$ cat src/rtl/paddsub_simd_pipe_if.sv
// Operand and result handshake bundle for the packed SIMD add/subtract pipeline.
// The master drives operands and consumes results; the slave is the pipeline.
interface paddsub_simd_pipe_if #(
    parameter int LANE_W = 4,
    parameter int LANES  = 4
);
    logic                      in_valid;
    logic                      in_ready;
    logic [LANES*LANE_W-1:0]   a_in;
    logic [LANES*LANE_W-1:0]   b_in;
    logic [1:0]                op;
    logic                      out_valid;
    logic                      out_ready;
    logic [LANES*LANE_W-1:0]   sum_out;
    logic [LANES-1:0]          ovf_out;

    modport master (
        output in_valid, a_in, b_in, op, out_ready,
        input  in_ready, out_valid, sum_out, ovf_out
    );

    modport slave (
        input  in_valid, a_in, b_in, op, out_ready,
        output in_ready, out_valid, sum_out, ovf_out
    );
endinterface

$ cat src/rtl/paddsub_simd_pipe.sv
// Two-stage packed SIMD add/subtract with per-lane saturation or wrap,
// per-lane overflow flags and a sticky overflow history.
module paddsub_simd_pipe #(
    parameter int LANE_W = 4,
    parameter int LANES  = 4
) (
    input  logic                  clk,
    input  logic                  rst,
    paddsub_simd_pipe_if.slave    bus,
    input  logic                  clr_sticky,
    output logic [LANES-1:0]      ovf_sticky
);
    localparam int W = LANES * LANE_W;

    // Returns {overflow, lane result}; op[0] selects subtract, op[1] selects wrap.
    function automatic logic [LANE_W:0] lane_calc(
        input logic [LANE_W-1:0] a,
        input logic [LANE_W-1:0] b,
        input logic [1:0]        op
    );
        logic [LANE_W-1:0] b_eff;
        logic [LANE_W-1:0] raw;
        logic [LANE_W-1:0] res;
        logic              ovf;
        b_eff = op[0] ? ~b : b;
        raw   = a + b_eff + {{(LANE_W-1){1'b0}}, op[0]};
        // Comparing against ~b for subtraction folds both overflow rules into one test.
        ovf   = (a[LANE_W-1] == b_eff[LANE_W-1]) && (raw[LANE_W-1] != a[LANE_W-1]);
        if (ovf && !op[1]) begin
            res = a[LANE_W-1] ? {1'b1, {(LANE_W-1){1'b0}}} : {1'b0, {(LANE_W-1){1'b1}}};
        end else begin
            res = raw;
        end
        return {ovf, res};
    endfunction

    logic             s1_valid_r;
    logic [W-1:0]     s1_a_r;
    logic [W-1:0]     s1_b_r;
    logic [1:0]       s1_op_r;
    logic             s2_valid_r;
    logic [W-1:0]     s2_sum_r;
    logic [LANES-1:0] s2_ovf_r;
    logic [LANES-1:0] sticky_r;

    logic             s2_take_s;
    logic             accept_s;
    logic             out_fire_s;
    logic [W-1:0]     s1_sum_s;
    logic [LANES-1:0] s1_ovf_s;
    logic [LANE_W:0]  lane_s;

    assign out_fire_s    = s2_valid_r & bus.out_ready;
    assign s2_take_s     = s1_valid_r & (~s2_valid_r | out_fire_s);
    assign bus.in_ready  = ~s1_valid_r | s2_take_s;
    assign accept_s      = bus.in_valid & bus.in_ready;
    assign bus.out_valid = s2_valid_r;
    assign bus.sum_out   = s2_sum_r;
    assign bus.ovf_out   = s2_ovf_r;
    assign ovf_sticky    = sticky_r;

    // Per-lane arithmetic on the registered S1 operands.
    always_comb begin
        s1_sum_s = {W{1'b0}};
        s1_ovf_s = {LANES{1'b0}};
        lane_s   = {(LANE_W+1){1'b0}};
        for (int i = 0; i < LANES; i++) begin
            lane_s = lane_calc(s1_a_r[i*LANE_W +: LANE_W], s1_b_r[i*LANE_W +: LANE_W], s1_op_r);
            s1_sum_s[i*LANE_W +: LANE_W] = lane_s[LANE_W-1:0];
            s1_ovf_s[i]                  = lane_s[LANE_W];
        end
    end

    // Stage 1: operand capture.
    always_ff @(posedge clk) begin
        if (rst) begin
            s1_valid_r <= 1'b0;
            s1_a_r     <= {W{1'b0}};
            s1_b_r     <= {W{1'b0}};
            s1_op_r    <= 2'b00;
        end else if (accept_s) begin
            s1_valid_r <= 1'b1;
            s1_a_r     <= bus.a_in;
            s1_b_r     <= bus.b_in;
            s1_op_r    <= bus.op;
        end else if (s2_take_s) begin
            s1_valid_r <= 1'b0;
        end
    end

    // Stage 2: result register; data is left untouched after it drains so stalls stay stable.
    always_ff @(posedge clk) begin
        if (rst) begin
            s2_valid_r <= 1'b0;
            s2_sum_r   <= {W{1'b0}};
            s2_ovf_r   <= {LANES{1'b0}};
        end else if (s2_take_s) begin
            s2_valid_r <= 1'b1;
            s2_sum_r   <= s1_sum_s;
            s2_ovf_r   <= s1_ovf_s;
        end else if (out_fire_s) begin
            s2_valid_r <= 1'b0;
        end
    end

    // Sticky history: fresh overflow on a delivered result survives a coincident clear.
    always_ff @(posedge clk) begin
        if (rst) begin
            sticky_r <= {LANES{1'b0}};
        end else if (out_fire_s) begin
            sticky_r <= (clr_sticky ? {LANES{1'b0}} : sticky_r) | s2_ovf_r;
        end else if (clr_sticky) begin
            sticky_r <= {LANES{1'b0}};
        end
    end
endmodule

$ cat src/flat_wrapper.sv
// flat-port wrapper written by rule: the top's interface ports become plain ports
module paddsub_simd_pipe_flat 
#(
    parameter int LANE_W = 4,
    parameter int LANES  = 4
)
  (clk, rst, clr_sticky, ovf_sticky, bus_in_valid, bus_a_in, bus_b_in, bus_op, bus_out_ready, bus_in_ready, bus_out_valid, bus_sum_out, bus_ovf_out);
  paddsub_simd_pipe_if #(.LANE_W(LANE_W), .LANES(LANES)) bus_i ();
  input  logic clk;
  input  logic rst;
  input  logic clr_sticky;
  output logic [LANES-1:0] ovf_sticky;
  input wire logic [$bits(bus_i.in_valid)-1:0] bus_in_valid;
  input wire logic [$bits(bus_i.a_in)-1:0] bus_a_in;
  input wire logic [$bits(bus_i.b_in)-1:0] bus_b_in;
  input wire logic [$bits(bus_i.op)-1:0] bus_op;
  input wire logic [$bits(bus_i.out_ready)-1:0] bus_out_ready;
  output wire logic [$bits(bus_i.in_ready)-1:0] bus_in_ready;
  output wire logic [$bits(bus_i.out_valid)-1:0] bus_out_valid;
  output wire logic [$bits(bus_i.sum_out)-1:0] bus_sum_out;
  output wire logic [$bits(bus_i.ovf_out)-1:0] bus_ovf_out;
  assign bus_i.in_valid = bus_in_valid;
  assign bus_i.a_in = bus_a_in;
  assign bus_i.b_in = bus_b_in;
  assign bus_i.op = bus_op;
  assign bus_i.out_ready = bus_out_ready;
  assign bus_in_ready = bus_i.in_ready;
  assign bus_out_valid = bus_i.out_valid;
  assign bus_sum_out = bus_i.sum_out;
  assign bus_ovf_out = bus_i.ovf_out;
  paddsub_simd_pipe #(.LANE_W(LANE_W), .LANES(LANES)) u_core (.clk(clk), .rst(rst), .bus(bus_i), .clr_sticky(clr_sticky), .ovf_sticky(ovf_sticky));
endmodule
$ cat config.mk
export PLATFORM = sky130hd
export DESIGN_NAME = paddsub_simd_pipe_flat
export DESIGN_NICKNAME = d
export VERILOG_FILES = /design/src/rtl/paddsub_simd_pipe_if.sv /design/src/rtl/paddsub_simd_pipe.sv /design/src/flat_wrapper.sv
export SDC_FILE = /design/constraint.sdc
export NUM_CORES = 1
export LEC_CHECK = 0
export CORE_UTILIZATION = 52
export DETAILED_ROUTE_END_ITERATION = 16
export GPL_TIMING_DRIVEN = 0
export PLACE_DENSITY = 0.87
export SKIP_LAST_GASP = 1
export SLEW_MARGIN = 20
export SYNTH_ARGS = -nofsm -noshare
export SYNTH_HDL_FRONTEND = slang
export SYNTH_SLANG_ARGS = --single-unit
$ cat constraint.sdc
create_clock -name clk -period 6.15 [get_ports clk]
set_input_delay 1.5375 -clock clk [delete_from_list [all_inputs] [get_ports clk]]
set_output_delay 1.5375 -clock clk [all_outputs]
set_load 0.03 [all_outputs]
==> out/metrics.cfg, run 1 <==
[status]
status=finished clean

[finish]
layout_common_cells=76 x nand2_1, 64 x clkdlybuf4s50_1, 60 x dfxtp_1, 37 x a21oi_1, 28 x nor2_1
final_common_cell=nand2_1
fin_nets=466
instances_no_fill=492
area_growth_pct=32.9
drive_above_1_share_pct=8.10
antennaDiodeCount=0

[worst_setup_path]
critPathBufInv=2
worstPathCellList=clkdlybuf4s50_1 > nand3b_1 > clkdlybuf4s50_1
slowest_stage=clkdlybuf4s50_1
arrival_ns=3.02
cp_max_fo=6
r2r_end=u_core.bus.sum_out[8]
start_kind=input port
end_kind=output pin
cp_common_cell=clkdlybuf4s50_1
crit_required_ns=4.61
crit_family=buffers and inverters
r2r-start=u_core.s1_op_r[0]
path_class=input port to output pin
worstRegToRegCells=8
crit_path_max_incr_delay_ns=0.70
r2r_setup_slack_ns=3.60

[routing]
ant_nets=0
vias_per_cell=5.57
vias=2739
first_pass_iters=5
finalWirelength_um=7360
routedWlPerCell_um=15.0
drt_iter0_markers=193
drc=0

[synthesis]
yosys.area.top_type=dfxtp_1
syn_area_mm2=0.00295
ys_types=40
ys_warn_count=0
synth_seq_area_share_pct=40.7
synthCells=340
yosys.area.top_type_share_pct=40.7
ys_ff_latch=60
synth_async_sr_flop_share_pct=0
syn-mean-instance-area_um2=8.67
synth.area.top_cells=dfxtp_1 41%, nand2_1 9.7%, a21oi_1 6.3%
ys.flop_type=dfxtp_1
synthesis.nets=391
synth-edff-count=0

[die]
fp.dieW_um=77.3
die_area_mm2=0.00597
core_area_mm2=0.00547
boundaryPins=65
die_h_um=77.3
num_rows=27
start_util_pct=53.9

[clock_network]
htree_levels=3
holdBufCountCts=0
cts_max_path_buffers=2
post_cts_buffers=0
path_clk_slew_ns=0.06
ctsResizeCount=0
cts_tree=yes
clockRootBuffer=clkbuf_8
cts.sinks=60
cts_buffers=9
clock_latency_ns=0.36

[placement]
portBuffers=64
dp_cells=476
gp_congestion=0.832
dp.final_hpwl_um=5630

[timing]
setup-violations-final=0
skew_ns=0.00793
fmax_ghz=0.220
finalSetupTns_ns=0
max_slew_margin_pct=61.8
tightestPinTransition_ns=0.573
period_minus_slack_ns=4.56
slew_violations=0
rsz0062_at_grt=no
whs_ns=0.466
hold_viol=0
final.period_utilization_pct=74.1

[global_route]
grt_max_degree=12
grt_pass1_vias=2611
antenna_found_initial=0
track_usage_pct=26.5
grt_overflow_total=0
grt_pass1_wl_um=12100

[power_and_ir_drop]
ir_worst_vdd_uv=189
power.density_mw_per_mm2=271
p_leak_nw=1.53

[hold_path]
min_from=u_core.s1_a_r[10]
hold_path.class=register to register
holdPathEnd=u_core.s1_a_r[10]
min_path_cells=2

[run]
drv_cap=0

worst min-delay path, cell delays in order (launching register included):
cell and delay, ns:
dfxtp_1 0.31, nand2_1 0.05, a21oi_1 0.05
cell usage after synthesis, types with 4 or more instances:
library cell,instances
clkbuf_1,12
or3_1,4
xnor2_1,11
a32oi_1,4
nor2_1,28
a21oi_1,37
fa_1,4
ha_1,8
nand2_1,76
inv_1,6
nand3_1,4
dfxtp_1,60
a311oi_1,14
a211oi_1,9
xor2_1,12
a31o_2,6
o21bai_1,4
mux2i_1,4
cell families (layout without fill, tap and decap cells):
kind of cell,after synthesis,count (layout),synth area share (%)
AND/OR/NAND/NOR,124,124,17.9
AO/OA/AOI/OAI,90,90,22.1
flip-flops,60,60,40.7
buffers and inverters,24,104,3.40
XOR/XNOR,23,23,6.83
adder cells (fa/ha/maj),12,12,6.11
multiplexers,7,7,2.89
sequential cells by signal (all words and copies together), names as in the netlist:
register	flops
u_core.s1_b_r	16
u_core.bus.ovf_out	4
u_core.bus.out_valid	1
u_core.s1_a_r	16
u_core.s1_valid_r	1
u_core.ovf_sticky	4
u_core.s1_op_r	2
u_core.bus.sum_out	16
report_power, final:
| group | leakage (nW) | total (mW) | internal (mW) | switching, mW |
|---|---|---|---|---|
| Combinational | 0.920 | 0.202 | 0.0901 | 0.112 |
| Sequential | 0.494 | 0.431 | 0.412 | 0.0191 |
| Clock | 0.115 | 0.429 | 0.267 | 0.162 |
| Total | 1.53 | 1.06 | 0.770 | 0.293 |
how the worst max path moves through the flow:
stage	startpoint	to	slack, ns	cells past startpoint
2_1_floorplan	bus_out_ready	bus_in_ready	2.72	1
3_3_place_gp	bus_out_ready	bus_in_ready	1.62	3
3_5_place_dp	bus_out_ready	bus_in_ready	1.61	3
4_1_cts	bus_out_ready	bus_in_ready	1.61	3
5_1_grt	bus_out_ready	bus_in_ready	1.49	3
6_report	bus_out_ready	bus_in_ready	1.59	3
layout make-up:
| type | instances | area (µm²) |
|---|---|---|
| Clock buffer | 9 | 124 |
| Timing Repair Buffer | 64 | 641 |
| Clock inverter | 7 | 115 |
| Multi-Input combinational cell | 256 | 1650 |
| Sequential cell | 60 | 1200 |
| Inverter | 6 | 22.5 |
| Fill cell | 428 | 1560 |
| Buffer | 18 | 77.6 |
| Tap cell | 72 | 90.1 |
metal layers:
layer / vias up / wire length (µm) / track usage, %
met1: 1258 / 3260 / 32.1
met5: - / 0 / 0
li1: 1354 / - / -
met2: 108 / 3490 / 43.5
met4: 0 / 171 / 13.0
met3: 19 / 444 / 6.90
metrics by stage:
step           cell area [µm²]  power [mW]  util (%)  worst slack (ns)
6_report                  3920        1.06      71.6              1.59
5_1_grt                   3920        1.11      71.6              1.49
4_1_cts                   3920        1.06      71.6              1.61
3_5_place_dp              3680       0.640      67.2              1.61
3_3_place_gp              3680       0.631      67.2              1.62
2_1_floorplan             2950       0.562         -              2.72
Power figures use the tool's default switching activity.
==> run 2, diff against run 1 <==
- CORE_UTILIZATION: 52 -> 50
- PLACE_DENSITY: 0.87 -> 0.84
- clock period: 6.15 -> 4.45 ns (I/O delays scaled with it)
==> run 2 against run 1 <==
  * Core utilization fell by 2.1 points
  * First-iteration DRC count down 30%
  * Via count fell by 4.5%
  * Sequential share of layout area grew 0.18 points
  * Hold slack worse by 0.00082 ns
==> out/metrics.cfg, run 2 (synthesis gave the netlist of run 1 again) <==
[global_route]
antenna_found_initial=0  ; unchanged
grt_pass1_wl_um=12000  ; -1.3%
grt_max_degree=11  ; -1
grt_pass1_vias=2565  ; -1.8%
grt_overflow_total=0  ; unchanged
track_usage_pct=25.1  ; -1.5 points

[worst_setup_path]
critPathBufInv=2  ; unchanged
crit_family=buffers and inverters
end_kind=output pin
cp_max_fo=6  ; unchanged
arrival_ns=2.61  ; -0.41 ns
crit_path_max_incr_delay_ns=0.70  ; about the same
crit_required_ns=3.34  ; -1.27 ns
r2r_setup_slack_ns=1.93  ; -1.67 ns
cp_common_cell=clkdlybuf4s50_1
slowest_stage=clkdlybuf4s50_1
start_kind=input port
worstPathCellList=clkdlybuf4s50_1 > nand3b_1 > clkdlybuf4s50_1
path_class=input port to output pin

[placement]
portBuffers=64  ; unchanged
dp.final_hpwl_um=5360  ; -4.7%
gp_congestion=0.790  ; -5.0%
dp_cells=476  ; unchanged
place_area_mm2=0.00368  ; unchanged

[routing]
vias=2617  ; -4.5%
drc=0  ; unchanged
finalWirelength_um=7040  ; -4.3%
drt_iter0_markers=136  ; -30%
routedWlPerCell_um=14.3  ; -4.3%
vias_per_cell=5.32  ; -4.5%
first_pass_iters=4  ; -1
ant_nets=0  ; unchanged

[clock_network]
path_clk_slew_ns=0.06  ; about the same
holdBufCountCts=0  ; unchanged
ctsResizeCount=0  ; unchanged
clockRootBuffer=clkbuf_8
cts.sinks=60  ; unchanged
cts_tree=yes
cts_buffers=9  ; unchanged
htree_levels=3  ; unchanged
clock_latency_ns=0.35  ; about the same
cts_max_path_buffers=2  ; unchanged
post_cts_buffers=0  ; unchanged

[timing]
setup-violations-final=0  ; unchanged
skew_ns=0.00698  ; -0.000956 ns
tightestPinTransition_ns=0.562  ; -0.0115 ns
fmax_ghz=0.269
slew_violations=0  ; unchanged
max_slew_margin_pct=62.5  ; +0.69 points
finalSetupTns_ns=0  ; unchanged
period_minus_slack_ns=3.72
final.period_utilization_pct=83.7
hold_viol=0  ; unchanged
rsz0062_at_grt=no

[power_and_ir_drop]
fin_total_pwr_mw=1.41  ; +33%
power.density_mw_per_mm2=362  ; +33%
p_leak_nw=1.53  ; -0.14%
ir_worst_vdd_uv=250  ; +32%

[die]
die_h_um=78.8  ; +1.9%
die_area_mm2=0.00621  ; +3.9%
start_util_pct=52.6  ; -1.3 points
boundaryPins=65  ; unchanged
num_rows=27  ; unchanged
fp.dieW_um=78.8  ; +1.9%
core_area_mm2=0.00561  ; +2.5%

[hold_path]
hold_path.class=register to register

[finish]
fin_area_mm2=0.00389  ; -0.57%
area_growth_pct=32.1
final_common_cell=nand2_1
antennaDiodeCount=0  ; unchanged
fillers=466  ; +8.9%
drive_above_1_share_pct=7.86  ; -0.24 points
instances_no_fill=492  ; unchanged
layout_common_cells=76 x nand2_1, 64 x clkdlybuf4s50_1, 60 x dfxtp_1, 37 x a21oi_1, 28 x nor2_1
fin_nets=466  ; unchanged

[status]
status=finished clean

[run]
drv_cap=0  ; unchanged

## run 2: worst paths after layout
kind                startpoint  cells after the start                    end
max              bus_out_ready                      3           bus_in_ready
min          u_core.s1_a_r[10]                      2      u_core.s1_a_r[10]
max reg2reg  u_core.s1_op_r[0]                      8  u_core.bus.sum_out[6]
min reg2reg  u_core.s1_a_r[10]                      2      u_core.s1_a_r[10]
## run 2: cell type report
type | instances | area, µm² | share of cell area [%]
inverters | 6 | 22.5 | 0.578
flip-flops and latches | 60 | 1200 | 30.8
clock buffers | 11 | 141 | 3.63
plain buffers | 18 | 77.6 | 1.99
repair buffers | 64 | 641 | 16.4
multi-input cells | 256 | 1650 | 42.3
well taps | 72 | 90.1 | 2.31
clock inverters | 5 | 75.1 | 1.93
## run 2: report_power, final
part | internal, mW | switching [mW] | total (mW)
logic | 0.125 | 0.151 | 0.276
registers | 0.570 | 0.0262 | 0.596
clock network | 0.327 | 0.210 | 0.538
total | 1.02 | 0.388 | 1.41
## run 2: through the flow
stage / hold WS [ns] / worst slack, ns / utilization, %
floorplan: 0.441 / 1.87 / -
global placement: 0.449 / 0.773 / 65.6
detailed placement: 0.455 / 0.751 / 65.6
CTS: 0.463 / 0.742 / 69.5
global route: 0.488 / 0.685 / 69.5
finish: 0.465 / 0.727 / 69.5
## run 2: per-layer routing
| metal | global-route usage (%) | wire length, µm |
|---|---|---|
| met5 | 0 | 0 |
| met3 | 6.09 | 458 |
| met1 | 32.1 | 3160 |
| met4 | 12.4 | 191 |
| met2 | 39.2 | 3230 |
## run 2: tightest hold or removal path: stages (launching register included)
cell     delay (ns)
dfxtp_1        0.31
nand2_1        0.05
a21oi_1        0.05
==> run 3, diff against run 2 <==
- clock period: 4.45 -> 3.86 ns (I/O delays scaled with it)
==> results of run 3 <==
Same layout as run 2 (identical final DEF). Status: finished clean.
Among the figures that moved: setup slack after placement 0.751 ns -> 0.456 ns; setup slack after layout 0.727 ns -> 0.432 ns; register-to-register setup slack 1.93 ns -> 1.34 ns; total power 1.41 mW -> 1.63 mW; worst IR drop on VDD 250 µV -> 288 µV
